<file path="src/rtl/uart_pkg.sv">
// Shared definitions for the memory-mapped UART transmitter: register map,
// STATUS bit positions and transmit FSM state encoding.
package uart_pkg;

  localparam logic [1:0] REG_TXDATA  = 2'd0;
  localparam logic [1:0] REG_STATUS  = 2'd1;
  localparam logic [1:0] REG_BAUDDIV = 2'd2;

  localparam int ST_FULL    = 0;
  localparam int ST_EMPTY   = 1;
  localparam int ST_BUSY    = 2;
  localparam int ST_OVF     = 3;
  localparam int ST_CNT_LSB = 4;
  localparam int ST_CNT_MSB = 8;

  // Register byte 0 travels on bus lane 3 (bits [31:24]) and vice versa.
  localparam int LANE3_LSB = 24;

  typedef enum logic [1:0] {
    IDLE  = 2'd0,
    START = 2'd1,
    DATA  = 2'd2,
    STOP  = 2'd3
  } tx_state_t;

  function automatic logic [31:0] lane_swap(input logic [31:0] v);
    return {v[7:0], v[15:8], v[23:16], v[31:24]};
  endfunction

endpackage

</file>
<file path="src/rtl/bus_uart_tx_if.sv">
// CPU data-bus slice seen by the UART: address, write data, byte mask,
// write strobe, and the combinational read-back path.
interface bus_uart_tx_if;
  logic [31:0] mem_address;
  logic [31:0] mem_write_data;
  logic [3:0]  byte_mask;
  logic        mem_write;
  logic [31:0] read_data;
  logic        sel;

  modport master (
    output mem_address, mem_write_data, byte_mask, mem_write,
    input  read_data, sel
  );

  modport slave (
    input  mem_address, mem_write_data, byte_mask, mem_write,
    output read_data, sel
  );
endinterface

</file>
<file path="src/rtl/bus_uart_tx_sync_fifo.sv">
// Single-clock FIFO with natural-wrap pointers and an explicit occupancy count.
// A push into a full FIFO is ignored even if a pop happens on the same edge.
module sync_fifo #(
  parameter int WIDTH = 8,
  parameter int DEPTH = 16
) (
  input  logic                    clk,
  input  logic                    reset,
  input  logic                    i_push,
  input  logic [WIDTH-1:0]        i_data,
  input  logic                    i_pop,
  output logic [WIDTH-1:0]        o_data,
  output logic                    o_full,
  output logic                    o_empty,
  output logic [$clog2(DEPTH):0]  o_count
);
  localparam int AW = $clog2(DEPTH);
  localparam logic [AW:0] FULL_COUNT = (AW+1)'(DEPTH);

  logic [WIDTH-1:0] r_mem [DEPTH];
  logic [AW-1:0]    r_wr_ptr;
  logic [AW-1:0]    r_rd_ptr;
  logic [AW:0]      r_count;
  logic             w_push_ok;
  logic             w_pop_ok;

  assign o_full    = (r_count == FULL_COUNT);
  assign o_empty   = (r_count == '0);
  assign o_count   = r_count;
  assign o_data    = r_mem[r_rd_ptr];
  assign w_push_ok = i_push & ~o_full;
  assign w_pop_ok  = i_pop & ~o_empty;

  always_ff @(posedge clk) begin
    if (w_push_ok) begin
      r_mem[r_wr_ptr] <= i_data;
    end
  end

  always_ff @(posedge clk or posedge reset) begin
    if (reset) begin
      r_wr_ptr <= '0;
      r_rd_ptr <= '0;
      r_count  <= '0;
    end else begin
      if (w_push_ok) begin
        r_wr_ptr <= r_wr_ptr + AW'(1);
      end
      if (w_pop_ok) begin
        r_rd_ptr <= r_rd_ptr + AW'(1);
      end
      case ({w_push_ok, w_pop_ok})
        2'b10:   r_count <= r_count + (AW+1)'(1);
        2'b01:   r_count <= r_count - (AW+1)'(1);
        default: r_count <= r_count;
      endcase
    end
  end

endmodule

</file>
<file path="src/rtl/bus_uart_tx.sv">
// Memory-mapped 8N1 UART transmitter: bus decode, TXDATA/STATUS/BAUDDIV
// registers, TX FIFO and the serialising FSM.
//
// state | meaning
// IDLE  | line high; pops the next byte as soon as the FIFO is non-empty
// START | start bit (line low) for DIV cycles
// DATA  | 8 data bits LSB first, DIV cycles each
// STOP  | stop bit (line high) for DIV cycles
module bus_uart_tx
  import uart_pkg::*;
#(
  parameter logic [31:0] BASE_ADDR   = 32'h1000_0000,
  parameter int          FIFO_DEPTH  = 16,
  parameter logic [15:0] DEFAULT_DIV = 16'd104
) (
  input  logic          clk,
  input  logic          reset,
  bus_uart_tx_if.slave  bus,
  output logic          tx,
  output logic          irq_empty
);
  localparam int CW = $clog2(FIFO_DEPTH) + 1;

  logic            w_sel;
  logic [1:0]      w_off;
  logic            w_wr;
  logic            w_push;
  logic            w_ovf_set;
  logic            w_ovf_clr;
  logic [31:0]     w_status;
  logic [31:0]     w_reg_rd;
  logic            w_unused;

  logic [15:0]     r_bauddiv;
  logic            r_ovf;
  logic [15:0]     w_div_m1;

  logic [7:0]      w_fifo_data;
  logic            w_full;
  logic            w_empty;
  logic [CW-1:0]   w_count;

  tx_state_t       r_state;
  tx_state_t       w_state_nxt;
  logic [7:0]      r_shift;
  logic [7:0]      w_shift_nxt;
  logic [2:0]      r_bit_idx;
  logic [2:0]      w_bit_nxt;
  logic [15:0]     r_baud;
  logic [15:0]     w_baud_nxt;
  logic            r_tx;
  logic            w_tx_nxt;
  logic            w_pop;

  assign w_sel = (bus.mem_address[31:4] == BASE_ADDR[31:4]);
  assign w_off = bus.mem_address[3:2];
  assign w_wr  = bus.mem_write & w_sel;

  assign w_push    = w_wr & (w_off == REG_TXDATA) & bus.byte_mask[3];
  assign w_ovf_set = w_push & w_full;
  assign w_ovf_clr = w_wr & (w_off == REG_STATUS) & bus.byte_mask[3]
                   & bus.mem_write_data[LANE3_LSB + ST_OVF];

  assign w_unused = ^{bus.mem_address[1:0], bus.mem_write_data[15:0]};

  always_ff @(posedge clk or posedge reset) begin
    if (reset) begin
      r_bauddiv <= DEFAULT_DIV;
      r_ovf     <= 1'b0;
    end else begin
      if (w_wr && (w_off == REG_BAUDDIV)) begin
        if (bus.byte_mask[3]) r_bauddiv[7:0]  <= bus.mem_write_data[31:24];
        if (bus.byte_mask[2]) r_bauddiv[15:8] <= bus.mem_write_data[23:16];
      end
      // A drop on the same edge as a clear must leave the flag set.
      if (w_ovf_set) begin
        r_ovf <= 1'b1;
      end else if (w_ovf_clr) begin
        r_ovf <= 1'b0;
      end
    end
  end

  sync_fifo #(
    .WIDTH (8),
    .DEPTH (FIFO_DEPTH)
  ) u_fifo (
    .clk     (clk),
    .reset   (reset),
    .i_push  (w_push),
    .i_data  (bus.mem_write_data[31:24]),
    .i_pop   (w_pop),
    .o_data  (w_fifo_data),
    .o_full  (w_full),
    .o_empty (w_empty),
    .o_count (w_count)
  );

  always_comb begin
    w_status                          = '0;
    w_status[ST_FULL]                 = w_full;
    w_status[ST_EMPTY]                = w_empty;
    w_status[ST_BUSY]                 = (r_state != IDLE);
    w_status[ST_OVF]                  = r_ovf;
    w_status[ST_CNT_MSB:ST_CNT_LSB]   = 5'(w_count);
  end

  always_comb begin
    w_reg_rd = '0;
    case (w_off)
      REG_STATUS:  w_reg_rd = w_status;
      REG_BAUDDIV: w_reg_rd = {16'h0000, r_bauddiv};
      default:     w_reg_rd = '0;
    endcase
  end

  assign bus.read_data = w_sel ? lane_swap(w_reg_rd) : 32'h0000_0000;
  assign bus.sel       = w_sel;

  // A divisor of zero behaves as one cycle per bit.
  assign w_div_m1 = (r_bauddiv == 16'd0) ? 16'd0 : (r_bauddiv - 16'd1);

  always_ff @(posedge clk or posedge reset) begin
    if (reset) begin
      r_state   <= IDLE;
      r_shift   <= '0;
      r_bit_idx <= '0;
      r_baud    <= '0;
      r_tx      <= 1'b1;
    end else begin
      r_state   <= w_state_nxt;
      r_shift   <= w_shift_nxt;
      r_bit_idx <= w_bit_nxt;
      r_baud    <= w_baud_nxt;
      r_tx      <= w_tx_nxt;
    end
  end

  always_comb begin
    w_state_nxt = r_state;
    w_shift_nxt = r_shift;
    w_bit_nxt   = r_bit_idx;
    w_baud_nxt  = r_baud;
    w_tx_nxt    = r_tx;
    w_pop       = 1'b0;
    unique case (r_state)
      IDLE: begin
        w_tx_nxt = 1'b1;
        if (!w_empty) begin
          w_pop       = 1'b1;
          w_shift_nxt = w_fifo_data;
          w_bit_nxt   = 3'd0;
          w_baud_nxt  = w_div_m1;
          w_tx_nxt    = 1'b0;
          w_state_nxt = START;
        end
      end
      START: begin
        if (r_baud == 16'd0) begin
          w_baud_nxt  = w_div_m1;
          w_tx_nxt    = r_shift[0];
          w_state_nxt = DATA;
        end else begin
          w_baud_nxt = r_baud - 16'd1;
        end
      end
      DATA: begin
        if (r_baud == 16'd0) begin
          w_baud_nxt = w_div_m1;
          if (r_bit_idx == 3'd7) begin
            w_tx_nxt    = 1'b1;
            w_state_nxt = STOP;
          end else begin
            w_shift_nxt = {1'b0, r_shift[7:1]};
            w_bit_nxt   = r_bit_idx + 3'd1;
            w_tx_nxt    = r_shift[1];
          end
        end else begin
          w_baud_nxt = r_baud - 16'd1;
        end
      end
      STOP: begin
        if (r_baud == 16'd0) begin
          w_state_nxt = IDLE;
        end else begin
          w_baud_nxt = r_baud - 16'd1;
        end
      end
      default: begin
        w_state_nxt = IDLE;
        w_tx_nxt    = 1'b1;
      end
    endcase
  end

  assign tx        = r_tx;
  assign irq_empty = w_empty & (r_state == IDLE);

endmodule

</file>
<file path="src/flat_wrapper.sv">
// flat-port wrapper written by rule: the top's interface ports become plain ports
module bus_uart_tx_flat import uart_pkg::*;
#(
  parameter logic [31:0] BASE_ADDR   = 32'h1000_0000,
  parameter int          FIFO_DEPTH  = 16,
  parameter logic [15:0] DEFAULT_DIV = 16'd104
)
  (clk, reset, tx, irq_empty, bus_mem_address, bus_mem_write_data, bus_byte_mask, bus_mem_write, bus_read_data, bus_sel);
  bus_uart_tx_if bus_i ();
  input  logic clk;
  input  logic reset;
  output logic tx;
  output logic irq_empty;
  input wire logic [$bits(bus_i.mem_address)-1:0] bus_mem_address;
  input wire logic [$bits(bus_i.mem_write_data)-1:0] bus_mem_write_data;
  input wire logic [$bits(bus_i.byte_mask)-1:0] bus_byte_mask;
  input wire logic [$bits(bus_i.mem_write)-1:0] bus_mem_write;
  output wire logic [$bits(bus_i.read_data)-1:0] bus_read_data;
  output wire logic [$bits(bus_i.sel)-1:0] bus_sel;
  assign bus_i.mem_address = bus_mem_address;
  assign bus_i.mem_write_data = bus_mem_write_data;
  assign bus_i.byte_mask = bus_byte_mask;
  assign bus_i.mem_write = bus_mem_write;
  assign bus_read_data = bus_i.read_data;
  assign bus_sel = bus_i.sel;
  bus_uart_tx #(.BASE_ADDR(BASE_ADDR), .FIFO_DEPTH(FIFO_DEPTH), .DEFAULT_DIV(DEFAULT_DIV)) u_core (.clk(clk), .reset(reset), .bus(bus_i), .tx(tx), .irq_empty(irq_empty));
endmodule
</file>
<file path="config.mk">
export PLATFORM = sky130hd
export DESIGN_NAME = bus_uart_tx_flat
export DESIGN_NICKNAME = d
export VERILOG_FILES = /design/src/rtl/uart_pkg.sv /design/src/rtl/bus_uart_tx_if.sv /design/src/rtl/bus_uart_tx_sync_fifo.sv /design/src/rtl/bus_uart_tx.sv /design/src/flat_wrapper.sv
export SDC_FILE = /design/constraint.sdc
export NUM_CORES = 1
export LEC_CHECK = 0
export BUFFER_PORTS_ARGS = -buffer_cell sky130_fd_sc_hd__clkbuf_2
export CORE_MARGIN = 8
export CORE_UTILIZATION = 27
export DETAILED_ROUTE_END_ITERATION = 8
export SLEW_MARGIN = 30
export SYNTH_ARGS = -nofsm -noshare
export SYNTH_HDL_FRONTEND = slang
export SYNTH_SLANG_ARGS = --single-unit
export TNS_END_PERCENT = 20
</file>
<file path="constraint.sdc">
create_clock -name clk -period 5.9 [get_ports clk]
set_input_delay 0.295 -clock clk [delete_from_list [all_inputs] [get_ports clk]]
set_output_delay 0.295 -clock clk [all_outputs]
set_load 0.01 [all_outputs]
</file>
Word-level counts from Yosys, hierarchy flattened
Memory sizes are Yosys's and may differ from the RTL's. Index checks and enable logic that the tools add are counted. Widths: inputs -> output; s select.

Shift operators: 0. Add/sub/neg operators: 7. Order comparisons: 0. Muxes and demuxes: 33. Equality and inequality tests: 17. Divide/modulo/power cells: 0. Multiply operators: 0. Reductions and logical operators: 18. Bitwise gates (word level): 12.

Operators by type and width (number): $mux 16 (4); $pmux 16 s3 (1); $logic_not 16->1 (2); $mux 32 (1); $pmux 16 s2 (1); $sub 16x1->16 const B (2); $eq 28x25->1 const B (1); $mux 8 (3); $pmux 8 s2 (1); $and 1x1->1 (10); $mux 1 (10); $mux 2 (5); $pmux 5 s2 (1); $mux 3 (3); $add 4x1->4 const B (2); $eq 2x2->1 const B (4); $ne 2x1->1 const B (4); $pmux 2 s4 (1); $reduce_bool 2->1 (4); $eq 2x1->1 const B (3); $ne 2x2->1 const B (3); $pmux 3 s2 (1); $reduce_and 2->1 (3); $add 5x1->5 const B (1); 14 further kinds (16).

Bits of input ports: 71. ROM bits: 0. Memories: 1. Word-level logic and storage cells: 99. Flip-flop bits (word level): 60. Latch bits: 0. RAM bits: 128.

Memory list: u_core.u_fifo.r_mem (words 16, bits a word 8, rd ports 1, clocked after memory_dff 0, wr ports 1, line bus_uart_tx_sync_fifo.sv:20) `logic [WIDTH-1:0] r_mem [DEPTH];`.

Longest topological paths before layout
Word-level depth: 7. Depth in mapped cells: 14. Mapped depth without buffers: 13.

By module
From an unflattened synthesis, not the netlist that was laid out.

Cell total of the unflattened synthesis: 684. Area total of the unflattened synthesis: 9022.4 µm².

By module, submodules not included: sync_fifo (cells an instance 333, area each 5796.8 µm², sequential area each 4169.0 µm², instances 1); bus_uart_tx (cells an instance 351, area each 3225.6 µm², sequential area each 1181.1 µm², instances 1).

Worst setup path before layout
No wires, ideal clock.

Path kind: register -> register. Start: register u_core.u_fifo.r_count[3] (netlist: u_core.u_fifo.o_count[3]). End: register u_core.u_fifo.r_count[4] (netlist: u_core.u_fifo.o_count[4]). Arrival time: 2.716 ns. Cell stages (with the launch flop): 14. Buffers on the path: 2. Path slack: 3.104 ns. Data required time: 5.820 ns. Cells stage by stage: dfrtp_1 > buf_6 > or4_4 > o21ai_2 > inv_1 > ha_1 > clkbuf_1 > xor2_1 > ha_1 > inv_1 > o21ai_0 > a21o_1 > a31oi_1 > xor2_1.

Longest elaborated chain between the ends: 6. Elaborated cells between the ends (all ways): 14.

Ends and longest elaborated chain: from (decl) (line bus_uart_tx_sync_fifo.sv:23) `logic [AW:0] r_count;`; from (signal assigned) (line bus_uart_tx_sync_fifo.sv:53) `2'b10: r_count <= r_count + (AW+1)'(1);`; from (signal assigned) (line bus_uart_tx_sync_fifo.sv:54) `2'b01: r_count <= r_count - (AW+1)'(1);`; from (signal assigned) (line bus_uart_tx_sync_fifo.sv:55) `default: r_count <= r_count;`; $logic_not 5->1 * (line bus_uart_tx_sync_fifo.sv:28) `assign o_empty = (r_count == '0);`; $mux 1 (line bus_uart_tx.sv:149) `if (!w_empty) begin`; $mux 1 (line bus_uart_tx.sv:146) `unique case (r_state)`; $and 1x1->1 * (line bus_uart_tx_sync_fifo.sv:32) `assign w_pop_ok = i_pop & ~o_empty;`; via u_core.u_fifo.w_pop_ok (line bus_uart_tx_sync_fifo.sv:25) `logic w_pop_ok;`; $eq 2x1->1 / $eq 2x2->1 (equally long branches) (line bus_uart_tx_sync_fifo.sv:52) `case ({w_push_ok, w_pop_ok})`; $pmux 5 s2 / $reduce_bool 2->1 (equally long branches).

Mark *: on every way through the listed nets, which the timed path passes. The rest lies on a longest branch. A chain may end at the register's enable or synchronous reset.

Worst setup path in the final report
Start: register u_core.u_fifo.r_count[3] (netlist: u_core.u_fifo.o_count[3]). End: register u_core.u_fifo.r_count[4] (netlist: u_core.u_fifo.o_count[4]).

Longest elaborated chain between the ends: 6. Elaborated cells between the ends (all ways): 14.

Ends and longest elaborated chain (line): $logic_not 5->1 (bus_uart_tx_sync_fifo.sv:28); $mux 1 (bus_uart_tx.sv:149); $mux 1 (bus_uart_tx.sv:146); $and 1x1->1 (bus_uart_tx_sync_fifo.sv:32); $eq 2x1->1 / $eq 2x2->1 (equally long branches) (bus_uart_tx_sync_fifo.sv:52); $pmux 5 s2 / $reduce_bool 2->1 (equally long branches).

Parallel ways exist; a longest one is shown, timed or not.

==> out/metrics.yaml <==
run_status:
  outcome: "completed"
route:
  wirelength_um: 20300
  drtPass1Iterations: 4
  wl_per_cell_um: 17.5
  dr_wl_met3_um: 809
  dr_wl_met2_um: 10200
  routed.top_layer: "met4"
  drt-initial-drc-count: 455
  postRouteAntennaNets: 0
  drt-met1-wl_um: 8920
  vias: 5524
  viasPerCell: 4.75
  drc_errors: 0
worst_setup_path:
  start_kind: "flop"
  required_ns: 6.26
  critPathCaptureType: "flop"
  critPathMaxFanout: 14
  worstPathArrival_ns: 3.67
  critical_path_class: "reg2reg"
  max_stage_delay_ns: 0.47
  slowest_stage: "dfrtp_1"
  path_cells: "nor4_1 > nand2_1 > and4_1 > inv_2 > ha_1 > xor2_1 > ha_1 > a21o_1 > nand2_1 > a21o_1 > a31oi_1 > xor2_1"
  rrSetupSlack_ns: 2.59
power:
  pwr_density_cell_mw_per_mm2: 245
  combPwrFrac: 0.022
  p_sw_frac: 0.219
  internal_power_w: 0.00198
  p_leak_nw: 3.79
  clkPwrFrac: 0.420
  power.switching_w: 0.000555
  ir_drop_mv: 0.190
  sequentialPowerShare: 0.558
synthesis:
  netlist_instances: 646
  synth-main-ff-cell: "edfxtp_1"
  synth_xor_area_frac: 0.0242
  synth_top_family_by_area: "simple AND/OR/NAND/NOR gates"
  yosysWarnings: 0
  synth-adder-area-share: 0.0277
  synth.cell_area_sq_mm: 0.00904
  synth_area_leaders: "edfxtp_1 43%, dfrtp_1 16%, mux4_2 8.0%, ha_1 2.8%, mux2_2 2.0%"
  yosysTopAreaCellShare: 0.425
  yosysUniqueCellTypes: 70
  synth_edf_count: 128
  synth_top_cell_by_area: "edfxtp_1"
  ys_seq_area_frac: 0.592
  ys_ff_latch: 188
  ys_async_sr_fraction: 0.319
  yosys.area_share.simple: 0.118
  synth_mux_area_frac: 0.111
  synth_compound_area_frac: 0.0843
  syn_area_per_cell_sq_um: 14.0
sta:
  finClkSkew_ns: 0.0113
  finalHoldViolCount: 0
  fin_crit_ns: 3.31
  holdWs_ns: 0.0831
  worst_pin_slew_ns: 0.855
  slew_headroom: 0.430
  setup_viol: 0
  max_freq_mhz: 302
  rsz0062_at_grt: "false"
  final_max_slew_viol_count: 0
  setup_tns_ns: 0
  finalCritPeriodShare: 0.562
final_layout:
  syn2layout_area_growth_pct: 14.2
  fillers: 3295
  drive_above_1_share: 0.253
  mostFrequentLayoutCells: "128 x edfxtp_1, 69 x clkbuf_2, 54 x dfrtp_1, 44 x nor2_1"
  finalNetCount: 794
  antennaDiodeCount: 0
  final_common_cell: "edfxtp_1"
placed_design:
  dp_hpwl_um: 14500
  gp_congestion: 0.805
  port_buffers: 69
clock_tree:
  cts_resized: 0
  cts_setup_buffers: 0
  clock_latency_ns: 0.44
  path_clk_slew_ns: 0.07
  clk_path_buf_depth: 2
  cts_tree: "built"
  cts-root-buf: "clkbuf_16"
  cts_buffers: 17
  ctsHoldBuffers: 0
  clock-sinks: 188
  htree_levels: 4
grt:
  track_usage: 0.104
  overflow: 0
  grt_first_pass_wirelength_um: 32100
  grt_pass1_vias: 5679
  antenna_found_initial: 0
  grt_max_degree: 61
die:
  io_pins: 106
  die_y_um: 199
  fp.dieArea_sq_mm: 0.0396
  placementRows: 67
  die_w_um: 199
  coreArea_sq_mm: 0.0333
  start_util: 0.272
min_path:
  hold_path.class: "in2async"
flow_run:
  maxCapViolCount: 0
-- path summary, 6_finish.rpt --
path | from | endpoint | cells past startpoint
setup / recovery | u_core.u_fifo.o_count[3]$_DFFE_PP0P_ | u_core.u_fifo.o_count[4]$_DFFE_PP0P_ | 12
hold / removal | reset | u_core.r_bit_idx[0]$_DFFE_PP0P_ | 3
setup reg to reg | u_core.u_fifo.o_count[3]$_DFFE_PP0P_ | u_core.u_fifo.o_count[4]$_DFFE_PP0P_ | 12
hold reg to reg | u_core.tx$_DFFE_PP1P_ | u_core.tx$_DFFE_PP1P_ | 2
max in group asynchronous | reset | u_core.u_fifo.r_rd_ptr[0]$_DFFE_PP0P_ | 3
min in group clk | bus_mem_write_data[20] | u_core.r_bauddiv[12]$_DFFE_PP0P_ | 2
-- power by group through the flow --
stage | registers (W) | clock network (W) | logic [W]
floorplan | 0.00144 | 0 | 0.0000280
global placement | 0.00144 | 0 | 0.0000556
detailed placement | 0.00144 | 0 | 0.0000567
CTS | 0.00141 | 0.00109 | 0.0000570
global route | 0.00141 | 0.00113 | 0.0000637
finish | 0.00141 | 0.00106 | 0.0000559
-- synth_stat cells, drive strengths merged, types with 6 or more instances --
cell,count
a31oi,10
o21ai,24
nand3,9
dfrtp,56
nand2,32
a21oi,9
and4b,8
ha,20
buf,35
a22oi,10
mux4,32
inv,17
a211o,8
nor3,12
edfxtp,128
a211oi,10
mux2i,9
mux2,17
and4,7
nor2b,8
nor4b,8
nor4,18
xnor2,17
and2,10
nor2,45
clkbuf,16
nand4,7
o221ai,6
xor2,8
-- per-stage QoR --
step,total power (W),utilization,area [sq um],instances,setup WS (ns)
2_1_floorplan,0.00147,-,9090,661,3.10
3_3_place_gp,0.00150,0.293,9750,1132,2.58
3_5_place_dp,0.00150,0.294,9780,1132,2.44
4_1_cts,0.00256,0.310,10300,1164,2.64
5_1_grt,0.00261,0.310,10300,1164,2.32
6_report,0.00253,0.310,10300,1164,2.59
-- critical path, delay by kind of cell (launching register included) --
| kind | cells | cell delay [ns] |
|---|---|---|
| xor gates and xnor gates | 2 | 0.34 |
| DFF | 1 | 0.47 |
| adders and majority gates | 2 | 0.57 |
| buffers and inverters | 1 | 0.32 |
| and+or+nand+nor | 4 | 1.07 |
| AOI/OAI and AO/OA | 3 | 0.47 |
-- per-layer routing --
layer  vias to the layer above  global-route usage
met5                         -                   0
met4                         0              0.0379
met3                        18              0.0188
met2                       137               0.174
met1                      2781               0.133
li1                       2588                   -
-- sequential cells by signal, summed over array words and instances (netlist names), 2 cells and up --
name                    flops
u_core.r_bauddiv           16
u_core.u_fifo.r_mem       128
u_core.r_bit_idx            3
u_core.r_shift              8
u_core.r_state              2
u_core.r_baud              16
u_core.u_fifo.r_wr_ptr      4
u_core.u_fifo.r_rd_ptr      4
u_core.u_fifo.o_count       5
-- logic make-up (layout without fill, tap and decap cells) --
kind of cell,Yosys count,after routing
flip-flops,188,188
AND/OR/NAND/NOR,182,182
AO/OA/AOI/OAI,104,104
buffers and inverters,68,123
multiplexers,58,58
XOR/XNOR,25,25
adder cells (fa/ha/maj),20,20
other,1,16
-- final cells by class --
type / instances / area, sq um / share of cell area
inverter: 17 / 63.8 / 0.00618
tap: 448 / 561 / 0.0543
multi-input combinational: 405 / 3430 / 0.332
timing repair buffer: 74 / 383 / 0.0371
sequential: 188 / 5350 / 0.519
clock buffer: 18 / 429 / 0.0416
clock inverter: 14 / 108 / 0.0104
(Power assumes the default switching activity.)
